### src/rtl/dp_ram_fifo_ctrl_if.sv
// Push/pop streams plus the 1R/1W dual-port RAM strobes of the FIFO controller.
// LEVEL and ALMOST_FULL exist only when DP_FIFO_LEVEL_EN is defined.
interface dp_ram_fifo_ctrl_if #(
    parameter int ADDR_WIDTH = 4,
    parameter int DATA_WIDTH = 32
);
    logic                  FLUSH;
    logic                  WR_VALID;
    logic                  WR_READY;
    logic [DATA_WIDTH-1:0] WR_DATA;
    logic                  RD_VALID;
    logic                  RD_READY;
    logic [DATA_WIDTH-1:0] RD_DATA;
    logic [ADDR_WIDTH-1:0] AA;
    logic                  CEA;
    logic                  RDWENA;
    logic [ADDR_WIDTH-1:0] AB;
    logic [DATA_WIDTH-1:0] DB;
    logic [DATA_WIDTH-1:0] BWB;
    logic                  CEB;
    logic                  RDWENB;
    logic [DATA_WIDTH-1:0] QA;
`ifdef DP_FIFO_LEVEL_EN
    logic [ADDR_WIDTH+1:0] LEVEL;
    logic                  ALMOST_FULL;
`endif

    modport master (
        output FLUSH, WR_VALID, WR_DATA, RD_READY, QA,
        input  WR_READY, RD_VALID, RD_DATA,
        input  AA, CEA, RDWENA, AB, DB, BWB, CEB, RDWENB
`ifdef DP_FIFO_LEVEL_EN
        , input LEVEL, ALMOST_FULL
`endif
    );

    modport slave (
        input  FLUSH, WR_VALID, WR_DATA, RD_READY, QA,
        output WR_READY, RD_VALID, RD_DATA,
        output AA, CEA, RDWENA, AB, DB, BWB, CEB, RDWENB
`ifdef DP_FIFO_LEVEL_EN
        , output LEVEL, ALMOST_FULL
`endif
    );
endinterface

### src/rtl/dp_ram_fifo_ctrl.sv
// FIFO controller over a 1R/1W RAM with a 2-entry prefetch buffer (DEPTH+2 words).
// Define DP_FIFO_LEVEL_EN to add the registered LEVEL and ALMOST_FULL outputs.
module dp_ram_fifo_ctrl #(
    parameter int ADDR_WIDTH = 4,
    parameter int DATA_WIDTH = 32
`ifdef DP_FIFO_LEVEL_EN
    , parameter int AFULL_THRESH = (2**ADDR_WIDTH)-2
`endif
) (
    input logic               CLK,
    input logic               RSTN,
    dp_ram_fifo_ctrl_if.slave bus
);
    localparam int DEPTH = 2**ADDR_WIDTH;
    localparam int CW    = ADDR_WIDTH+1;

    logic [ADDR_WIDTH-1:0] wptr_q, wptr_d;
    logic [ADDR_WIDTH-1:0] rptr_q, rptr_d;
    logic [CW-1:0]         ram_cnt_q, ram_cnt_d;
    logic [DATA_WIDTH-1:0] buf0_q, buf0_d;
    logic [DATA_WIDTH-1:0] buf1_q, buf1_d;
    logic [1:0]            occ_q, occ_d;
    logic                  inflight_q, inflight_d;
    logic                  run_q;
    logic                  wr_ready;
    logic                  push;
    logic                  pop;
    logic                  issue;

    // run_q keeps WR_READY low until the first edge after reset release
    assign wr_ready = run_q & ~bus.FLUSH & (ram_cnt_q < CW'(DEPTH));
    assign push     = bus.WR_VALID & wr_ready;
    assign pop      = (occ_q != 2'd0) & bus.RD_READY;
    assign issue    = ~bus.FLUSH & (ram_cnt_q != '0) &
                      (({1'b0, occ_q} + {2'b00, inflight_q}) <
                       (3'd2 + {2'b00, pop}));

    always_comb begin
        wptr_d     = wptr_q + ADDR_WIDTH'(push);
        rptr_d     = rptr_q + ADDR_WIDTH'(issue);
        ram_cnt_d  = ram_cnt_q + CW'(push) - CW'(issue);
        inflight_d = issue;
        buf0_d     = buf0_q;
        buf1_d     = buf1_q;
        occ_d      = occ_q;
        if (pop) begin
            buf0_d = buf1_q;
            occ_d  = occ_q - 2'd1;
        end
        // returning word lands behind whatever survives this cycle's pop
        if (inflight_q) begin
            if (occ_d == 2'd0) begin
                buf0_d = bus.QA;
            end else begin
                buf1_d = bus.QA;
            end
            occ_d = occ_d + 2'd1;
        end
        if (bus.FLUSH) begin
            wptr_d     = '0;
            rptr_d     = '0;
            ram_cnt_d  = '0;
            inflight_d = 1'b0;
            buf0_d     = '0;
            buf1_d     = '0;
            occ_d      = 2'd0;
        end
    end

    always_ff @(posedge CLK or negedge RSTN) begin
        if (!RSTN) begin
            wptr_q     <= '0;
            rptr_q     <= '0;
            ram_cnt_q  <= '0;
            inflight_q <= 1'b0;
            buf0_q     <= '0;
            buf1_q     <= '0;
            occ_q      <= 2'd0;
            run_q      <= 1'b0;
        end else begin
            wptr_q     <= wptr_d;
            rptr_q     <= rptr_d;
            ram_cnt_q  <= ram_cnt_d;
            inflight_q <= inflight_d;
            buf0_q     <= buf0_d;
            buf1_q     <= buf1_d;
            occ_q      <= occ_d;
            run_q      <= 1'b1;
        end
    end

    assign bus.WR_READY = wr_ready;
    assign bus.RD_VALID = (occ_q != 2'd0);
    assign bus.RD_DATA  = buf0_q;
    assign bus.AA       = rptr_q;
    assign bus.CEA      = issue;
    assign bus.RDWENA   = 1'b1;
    assign bus.AB       = wptr_q;
    assign bus.DB       = bus.WR_DATA;
    assign bus.BWB      = '1;
    assign bus.CEB      = push;
    assign bus.RDWENB   = ~push;

`ifdef DP_FIFO_LEVEL_EN
    localparam int LW = ADDR_WIDTH+2;

    logic [LW-1:0] level_q, level_d;
    logic          afull_q, afull_d;

    always_comb begin
        level_d = LW'(ram_cnt_d) + LW'(occ_d) + LW'(inflight_d);
        afull_d = (level_d >= LW'(AFULL_THRESH));
    end

    always_ff @(posedge CLK or negedge RSTN) begin
        if (!RSTN) begin
            level_q <= '0;
            afull_q <= 1'b0;
        end else begin
            level_q <= level_d;
            afull_q <= afull_d;
        end
    end

    assign bus.LEVEL       = level_q;
    assign bus.ALMOST_FULL = afull_q;
`endif
endmodule
### src/flat_wrapper.sv
// flat-port wrapper written by rule: the top's interface ports become plain ports
module dp_ram_fifo_ctrl_flat 
#(
    parameter int ADDR_WIDTH = 4,
    parameter int DATA_WIDTH = 32

)
  (CLK, RSTN, bus_FLUSH, bus_WR_VALID, bus_WR_DATA, bus_RD_READY, bus_QA, bus_WR_READY, bus_RD_VALID, bus_RD_DATA, bus_AA, bus_CEA, bus_RDWENA, bus_AB, bus_DB, bus_BWB, bus_CEB, bus_RDWENB);
  dp_ram_fifo_ctrl_if #(.ADDR_WIDTH(ADDR_WIDTH), .DATA_WIDTH(DATA_WIDTH)) bus_i ();
  input logic CLK;
  input logic RSTN;
  input wire logic [$bits(bus_i.FLUSH)-1:0] bus_FLUSH;
  input wire logic [$bits(bus_i.WR_VALID)-1:0] bus_WR_VALID;
  input wire logic [$bits(bus_i.WR_DATA)-1:0] bus_WR_DATA;
  input wire logic [$bits(bus_i.RD_READY)-1:0] bus_RD_READY;
  input wire logic [$bits(bus_i.QA)-1:0] bus_QA;
  output wire logic [$bits(bus_i.WR_READY)-1:0] bus_WR_READY;
  output wire logic [$bits(bus_i.RD_VALID)-1:0] bus_RD_VALID;
  output wire logic [$bits(bus_i.RD_DATA)-1:0] bus_RD_DATA;
  output wire logic [$bits(bus_i.AA)-1:0] bus_AA;
  output wire logic [$bits(bus_i.CEA)-1:0] bus_CEA;
  output wire logic [$bits(bus_i.RDWENA)-1:0] bus_RDWENA;
  output wire logic [$bits(bus_i.AB)-1:0] bus_AB;
  output wire logic [$bits(bus_i.DB)-1:0] bus_DB;
  output wire logic [$bits(bus_i.BWB)-1:0] bus_BWB;
  output wire logic [$bits(bus_i.CEB)-1:0] bus_CEB;
  output wire logic [$bits(bus_i.RDWENB)-1:0] bus_RDWENB;
  assign bus_i.FLUSH = bus_FLUSH;
  assign bus_i.WR_VALID = bus_WR_VALID;
  assign bus_i.WR_DATA = bus_WR_DATA;
  assign bus_i.RD_READY = bus_RD_READY;
  assign bus_i.QA = bus_QA;
  assign bus_WR_READY = bus_i.WR_READY;
  assign bus_RD_VALID = bus_i.RD_VALID;
  assign bus_RD_DATA = bus_i.RD_DATA;
  assign bus_AA = bus_i.AA;
  assign bus_CEA = bus_i.CEA;
  assign bus_RDWENA = bus_i.RDWENA;
  assign bus_AB = bus_i.AB;
  assign bus_DB = bus_i.DB;
  assign bus_BWB = bus_i.BWB;
  assign bus_CEB = bus_i.CEB;
  assign bus_RDWENB = bus_i.RDWENB;
  dp_ram_fifo_ctrl #(.ADDR_WIDTH(ADDR_WIDTH), .DATA_WIDTH(DATA_WIDTH)) u_core (.CLK(CLK), .RSTN(RSTN), .bus(bus_i));
endmodule
### config.mk
export PLATFORM = sky130hd
export DESIGN_NAME = dp_ram_fifo_ctrl_flat
export DESIGN_NICKNAME = d
export VERILOG_FILES = /design/src/rtl/dp_ram_fifo_ctrl_if.sv /design/src/rtl/dp_ram_fifo_ctrl.sv /design/src/flat_wrapper.sv
export SDC_FILE = /design/constraint.sdc
export NUM_CORES = 1
export LEC_CHECK = 0
export CAP_MARGIN = 20
export CORE_MARGIN = 2
export CORE_UTILIZATION = 46
export CTS_CLUSTER_DIAMETER = 200
export DETAILED_ROUTE_END_ITERATION = 10
export PLACE_DENSITY_LB_ADDON = 0.25
export SLEW_MARGIN = 30
export SYNTH_ARGS = -nofsm -noshare
export SYNTH_HDL_FRONTEND = slang
export SYNTH_SLANG_ARGS = --single-unit
### constraint.sdc
create_clock -name CLK -period 5.8 [get_ports CLK]
set_clock_uncertainty 0.15 [all_clocks]
set_input_delay 1.16 -clock CLK [delete_from_list [all_inputs] [get_ports CLK]]
set_output_delay 1.16 -clock CLK [all_outputs]
set_load 0.005 [all_outputs]
==> run metrics, run 1 <==
worst hold endpoint u_core.buf1_q[1]$_DFFE_PN0P_; I/O Buffers 81; final setup violation count 0; Die Footprint 0.00997 mm2; clock buffer depth 2; fraction of final layout cells with drive strength greater than 1 0.0738; starting density of the core 0.480; grt ovf 0; crit path max fanout 3; commonest non-fill, non-tap cell in the layout dfrtp_1; critical path's top delay family buffers and inverters; slowest CP cell clkdlybuf4s50_1; fmax 234 MHz; max_cap viols 0; vias in the first global route 2744; first-pass GRT wire length 13500 um; Core Region 0.00881 mm2; syn avg cell area approximately 11 um2; clock slew at reported path FFs about 80 ps; post-CTS resize count 0; Die X 99.9 um; Worst Setup End Kind output pin; # diodes 0; postcts setup bufs 0; global placer's final weighted congestion 0.795; worst vdd ir about 0.00023 V; RSZ-0062 raised after global routing no; fin nets 499; Gate Count Post-Synth 373; FF+latch count, synth 81; Post-route DRC 0; HPWL after DPL 5180 um; post-synthesis cell type count 33; Detailed Route WL 8320 um; antenna violations before repair 0; row cnt 34; CTS H-tree lvls 3; Worst slew margin 0.507; Overall Power 2.24 mW; hold path cells 1; cts bufs inserted 9; top post-synthesis cells by area dfrtp_1 48%, buf_4 12%, mux2i_1 7.6%; clk sink count 81; synthesized area 0.00423 mm2; Worst R2R End u_core.ram_cnt_q[4]$_DFF_PN0_; Area growth syn-to-layout 16.0%; WP depth 5; Synth warnings 0; height of the die ~100 um; worst path required time 4490 ps; Root Buffer clkbuf_8; P_leak 2.41 nW; pin count of the biggest net entering global routing 82; Synth area leader dfrtp_1; Yosys top cell area share 0.480; GRT Total Usage 0.169; Routed Antenna Nets 0; Crit path top cell by count clkdlybuf4s50_1; CTS tree yes; Clk Latency, worst-skew pair 330 ps; vias per inst ~5.2; fin crit period 4280 ps; Hold Crit Class flip-flop to flip-flop; # hold bufs at CTS 0; Seq/Total Area, Yosys 0.480; Final Max Slew Viols 0; drt wl/cell between 15 and 20 um; reg2reg start u_core.inflight_q$_DFF_PN0_; CP cell instances clkdlybuf4s50_1 > nand2b_4 > o21ai_1 > nor4b_1 > clkdlybuf4s50_1; max incr delay on CP 610 ps; worst r2r path cells 12; setup TNS 0 ps; endpoints failing hold 0; Startpoint Class input pin; 1st-iter DRT viols 97; Vias roughly 2700; HP Start u_core.buf1_q[1]$_DFFE_PN0P_; worst slew pin tran 740 ps; TritonRoute pass-1 iters 4; total power per unit cell area between 400 and 500 mW/mm2; fillcell total 770; Crit Path Category input pin to output pin; Buf/Inv on CP 2; IO Count about 180; Tcrit/Tclk final 0.737; flop-to-flop setup slack 2390 ps; status complete, no violations; most frequent cells in the layout 81 x dfrtp_1, 79 x clkdlybuf4s50_1, 43 x nor2_1; Critical Path AT a little under 3000 ps
-- per-layer routing --
layer | vias to the layer above | track usage | share of wire
met3 | 16 | 0.0334 | 0.062
met5 | - | 0 | 0
met1 | 1332 | 0.239 | 0.47
met4 | 0 | 0.0727 | 0.011
li1 | 1288 | - | -
met2 | 98 | 0.255 | 0.46
-- final cells by class --
class	instances	area [um2]	area share
Sequential cell	81	2030	0.413
Multi-Input combinational cell	226	1640	0.335
Inverter	12	45.0	0.00918
Timing Repair Buffer	85	857	0.175
Tap cell	108	135	0.0276
Clock buffer	11	141	0.0288
Clock inverter	5	55.1	0.0112
-- where the power goes --
| group | total, mW | leakage (nW) | internal, mW | switching, mW |
|---|---|---|---|---|
| combinational | 0.980 | 1.21 | 0.509 | 0.471 |
| clock | 0.409 | 0.0953 | 0.210 | 0.200 |
| sequential | 0.846 | 1.10 | 0.738 | 0.108 |
-- cells in the mapped netlist --
master	number
nor2b_1	6
o21ai_1	2
xor2_1	3
nand3_1	3
mux2i_1	32
inv_2	2
nor4b_1	3
buf_12	4
nand2_1	2
nor3_4	1
mux2_1	1
inv_1	10
nand2b_1	3
nor2_1	43
xnor2_1	3
clkbuf_1	7
buf_2	11
nand2b_4	1
a21oi_1	3
a22o_1	32
dfrtp_1	81
fa_1	1
mux2_4	1
buf_4	65
ha_1	14
a31o_2	1
a211oi_1	32
conb_1	1
a2111o_1	1
xnor2_2	1
nor3b_1	1
a21oi_2	1
a211oi_2	1
-- worst max path at each step --
stage | start | end | slack [ps]
finish | bus_RD_READY | bus_CEA | 1520
global placement | bus_RD_READY | bus_CEA | 1450
CTS | bus_RD_READY | bus_CEA | 1470
floorplan | bus_FLUSH | u_core.ram_cnt_q[4]$_DFF_PN0_ | 2000
detailed placement | bus_RD_READY | bus_CEA | 1480
global route | bus_RD_READY | bus_CEA | 1380
-- state kept, by name (all words and copies together), names as in the netlist --
register,count
u_core.buf1_q,32
u_core.bus.RD_DATA,32
u_core.ram_cnt_q,5
u_core.bus.AA,4
u_core.bus.AB,4
u_core.occ_q,2
u_core.inflight_q,1
u_core.run_q,1
-- cell families after synthesis --
group / Yosys count / share of synthesized area
compound gates: 73 / 0.139
xor+xnor: 7 / 0.0163
fa+ha+maj: 15 / 0.0462
buf+inv: 99 / 0.164
flops: 81 / 0.480
mux: 34 / 0.0820
other cells: 1 / 0.000887
simple gates: 63 / 0.0719
-- metrics by stage --
step | instance area, um2 | hold slack [ps] | cells | util | setup slack (ps)
after floorplan | 4350 | 322 | 406 | - | 2000
after global placement | 4670 | 337 | 511 | 0.531 | 1450
after detailed placement | 4680 | 340 | 511 | 0.532 | 1480
after CTS | 4880 | 362 | 527 | 0.554 | 1470
after global routing | 4900 | 378 | 528 | 0.557 | 1380
final | 4900 | 360 | 528 | 0.557 | 1520
No activity file was read; power rests on OpenSTA's default activity.
==> run 2, diff against run 1 <==
- CORE_UTILIZATION: 46 -> 43
- clock period: 5.8 -> 4.2 ns (I/O delays scaled with it)
==> run metrics, run 2 (synthesis gave the netlist of run 1 again) <==
clock slew at reported path FFs 70 ps (was 80 ps); fin nets 505 (was 499); TritonRoute pass-1 iters 6 (was 4); combinational power share 0.441 (was 0.438); Crit path top cell by count clkdlybuf4s50_1 (unchanged); I/O Buffers 81 (unchanged); post-CTS resize count 0 (unchanged); global placer's final weighted congestion 0.750 (was 0.795); Internal 2.06 mW (was 1.46 mW); commonest non-fill, non-tap cell in the layout dfrtp_1 (unchanged); clock network fraction of total power 0.186 (was 0.183); WP depth 6 (was 5); crit path max fanout 2 (was 3); Startpoint Class input pin (unchanged); CTS H-tree lvls 3 (unchanged); worst vdd ir 0.000349 V (was 0.000229 V); fmax 282 MHz; endpoints failing hold 0 (unchanged); hold path cells 1 (unchanged); worst path required time 3210 ps (was 4490 ps); Core Util, Final 0.517 (was 0.557); starting density of the core 0.438 (was 0.480); P_leak 2.44 nW (was 2.41 nW); Tcrit/Tclk final 0.845; row cnt 36 (was 34); Die Footprint 0.0106 mm2 (was 0.00997 mm2); 1st-iter DRT viols 69 (was 97); final hold slack 359 ps (was 360 ps); cts bufs inserted 9 (unchanged); height of the die 103 um (was 99.9 um); Area growth syn-to-layout 18.0% (was 16.0%); # diodes 0 (unchanged); Worst Setup End Kind output pin (unchanged); HPWL after DPL 5540 um (was 5180 um); Hold Crit Class flip-flop to flip-flop (unchanged); Root Buffer clkbuf_8 (unchanged); fin crit period 3550 ps; # hold bufs at CTS 0 (unchanged); Net Sw Power 1.08 mW (was 0.779 mW); setup TNS 0 ps (unchanged); postcts setup bufs 0 (unchanged); most frequent cells in the layout 81 x dfrtp_1, 79 x clkdlybuf4s50_1, 43 x nor2_1 (unchanged); Critical Path AT 2560 ps (was 2970 ps); Vias 2770 (was 2734); post-route cell area 0.00499 mm2 (was 0.00490 mm2); Reg power frac 0.373 (was 0.379); Die X 103 um (was 99.9 um); Buf/Inv on CP 3 (was 2); clock buffer depth 2 (unchanged); worst r2r path cells 12 (unchanged); grt ovf 0 (unchanged); drt wl/cell 15.1 um (was 15.8 um); Crit Path Category input pin to output pin (unchanged); Core Region 0.00964 mm2 (was 0.00881 mm2); slowest CP cell clkdlybuf4s50_1 (unchanged); fraction of final layout cells with drive strength greater than 1 0.0871 (was 0.0738); max incr delay on CP 510 ps (was 610 ps); IO Count 179 (unchanged); clk sink count 81 (unchanged); GRT Total Usage 0.168 (was 0.169); Clk Latency, worst-skew pair 340 ps (was 330 ps); antenna violations before repair 0 (unchanged); critical path's top delay family buffers and inverters (unchanged); Worst slew margin 0.499 (was 0.507); Final Max Slew Viols 0 (unchanged); CTS tree yes (unchanged); CP cell instances clkdlybuf4s50_1 > nand2b_4 > o21ai_1 > nor4b_1 > buf_4 > clkdlybuf4s50_1 (was clkdlybuf4s50_1 > nand2b_4 > o21ai_1 > nor4b_1 > clkdlybuf4s50_1); final setup violation count 0 (unchanged); Routed Antenna Nets 0 (unchanged); RSZ-0062 raised after global routing no (unchanged); pin count of the biggest net entering global routing 82 (unchanged); fillcell total 893 (was 770); Switching Share 0.344 (was 0.348); post-placement cell area 0.00478 mm2 (was 0.00468 mm2); status complete, no violations (unchanged); Detailed Route WL 8450 um (was 8320 um); Overall Power 3.13 mW (was 2.24 mW); worst slew pin tran 752 ps (was 740 ps); max_cap viols 0 (unchanged); vias in the first global route 2763 (was 2744); total power per unit cell area 629 mW/mm2 (was 456 mW/mm2); first-pass GRT wire length 13800 um (was 13500 um); vias per inst 4.96 (was 5.18); Post-route DRC 0 (unchanged)
-- run 2: final cells by class --
class | count | area (um2) | share of cell area
flip-flops and latches | 81 | 2030 | 0.406
multi-input cells | 226 | 1640 | 0.329
repair buffers | 91 | 907 | 0.182
well taps | 133 | 166 | 0.0334
clock buffers | 11 | 151 | 0.0304
clock inverters | 4 | 51.3 | 0.0103
inverters | 12 | 45.0 | 0.00903
-- run 2: worst paths after layout --
check / from / to / slack (ps)
worst max-delay path: bus_RD_READY / bus_CEA / 650
worst min-delay path: u_core.buf1_q[1]$_DFFE_PN0P_ / u_core.buf1_q[1]$_DFFE_PN0P_ / 360
worst max register to register: u_core.inflight_q$_DFF_PN0_ / u_core.ram_cnt_q[4]$_DFF_PN0_ / 1030
worst min register to register: u_core.buf1_q[1]$_DFFE_PN0P_ / u_core.buf1_q[1]$_DFFE_PN0P_ / 360
max in group asynchronous: RSTN / u_core.inflight_q$_DFF_PN0_ / 3000
min in group asynchronous: RSTN / u_core.run_q$_DFF_PN0_ / 380
-- run 2: worst register-to-register path, stage by stage, from the launching register on --
cell and delay [ps]:
dfrtp_1 470, ha_1 240, ha_1 260, o21ai_1 80, nor4b_1 350, ha_1 300
inv_1 60, ha_1 150, inv_1 60, fa_1 380, nand2b_1 170, a2111o_1 350
o21ai_1 80
-- run 2: stage by stage --
stage / cells / worst slack (ps)
after floorplan: 406 / 722
after global placement: 543 / 567
after detailed placement: 543 / 489
after CTS: 558 / 620
after global routing: 558 / 568
final: 558 / 652
-- run 2: power groups by stage --
| stage | registers (mW) | clock network (mW) | logic (mW) |
|---|---|---|---|
| floorplan | 1.16 | 0 | 0.924 |
| global placement | 1.18 | 0 | 1.37 |
| detailed placement | 1.19 | 0 | 1.40 |
| CTS | 1.17 | 0.605 | 1.40 |
| global route | 1.20 | 0.639 | 1.54 |
| finish | 1.17 | 0.583 | 1.38 |
-- run 2: routing by layer --
metal | track usage | vias to the layer above | share of wire
li1 | - | 1298 | -
met1 | 0.219 | 1354 | 0.46
met2 | 0.280 | 109 | 0.47
met3 | 0.0386 | 9 | 0.054
met4 | 0.0516 | 0 | 0.012
met5 | 0 | - | 0
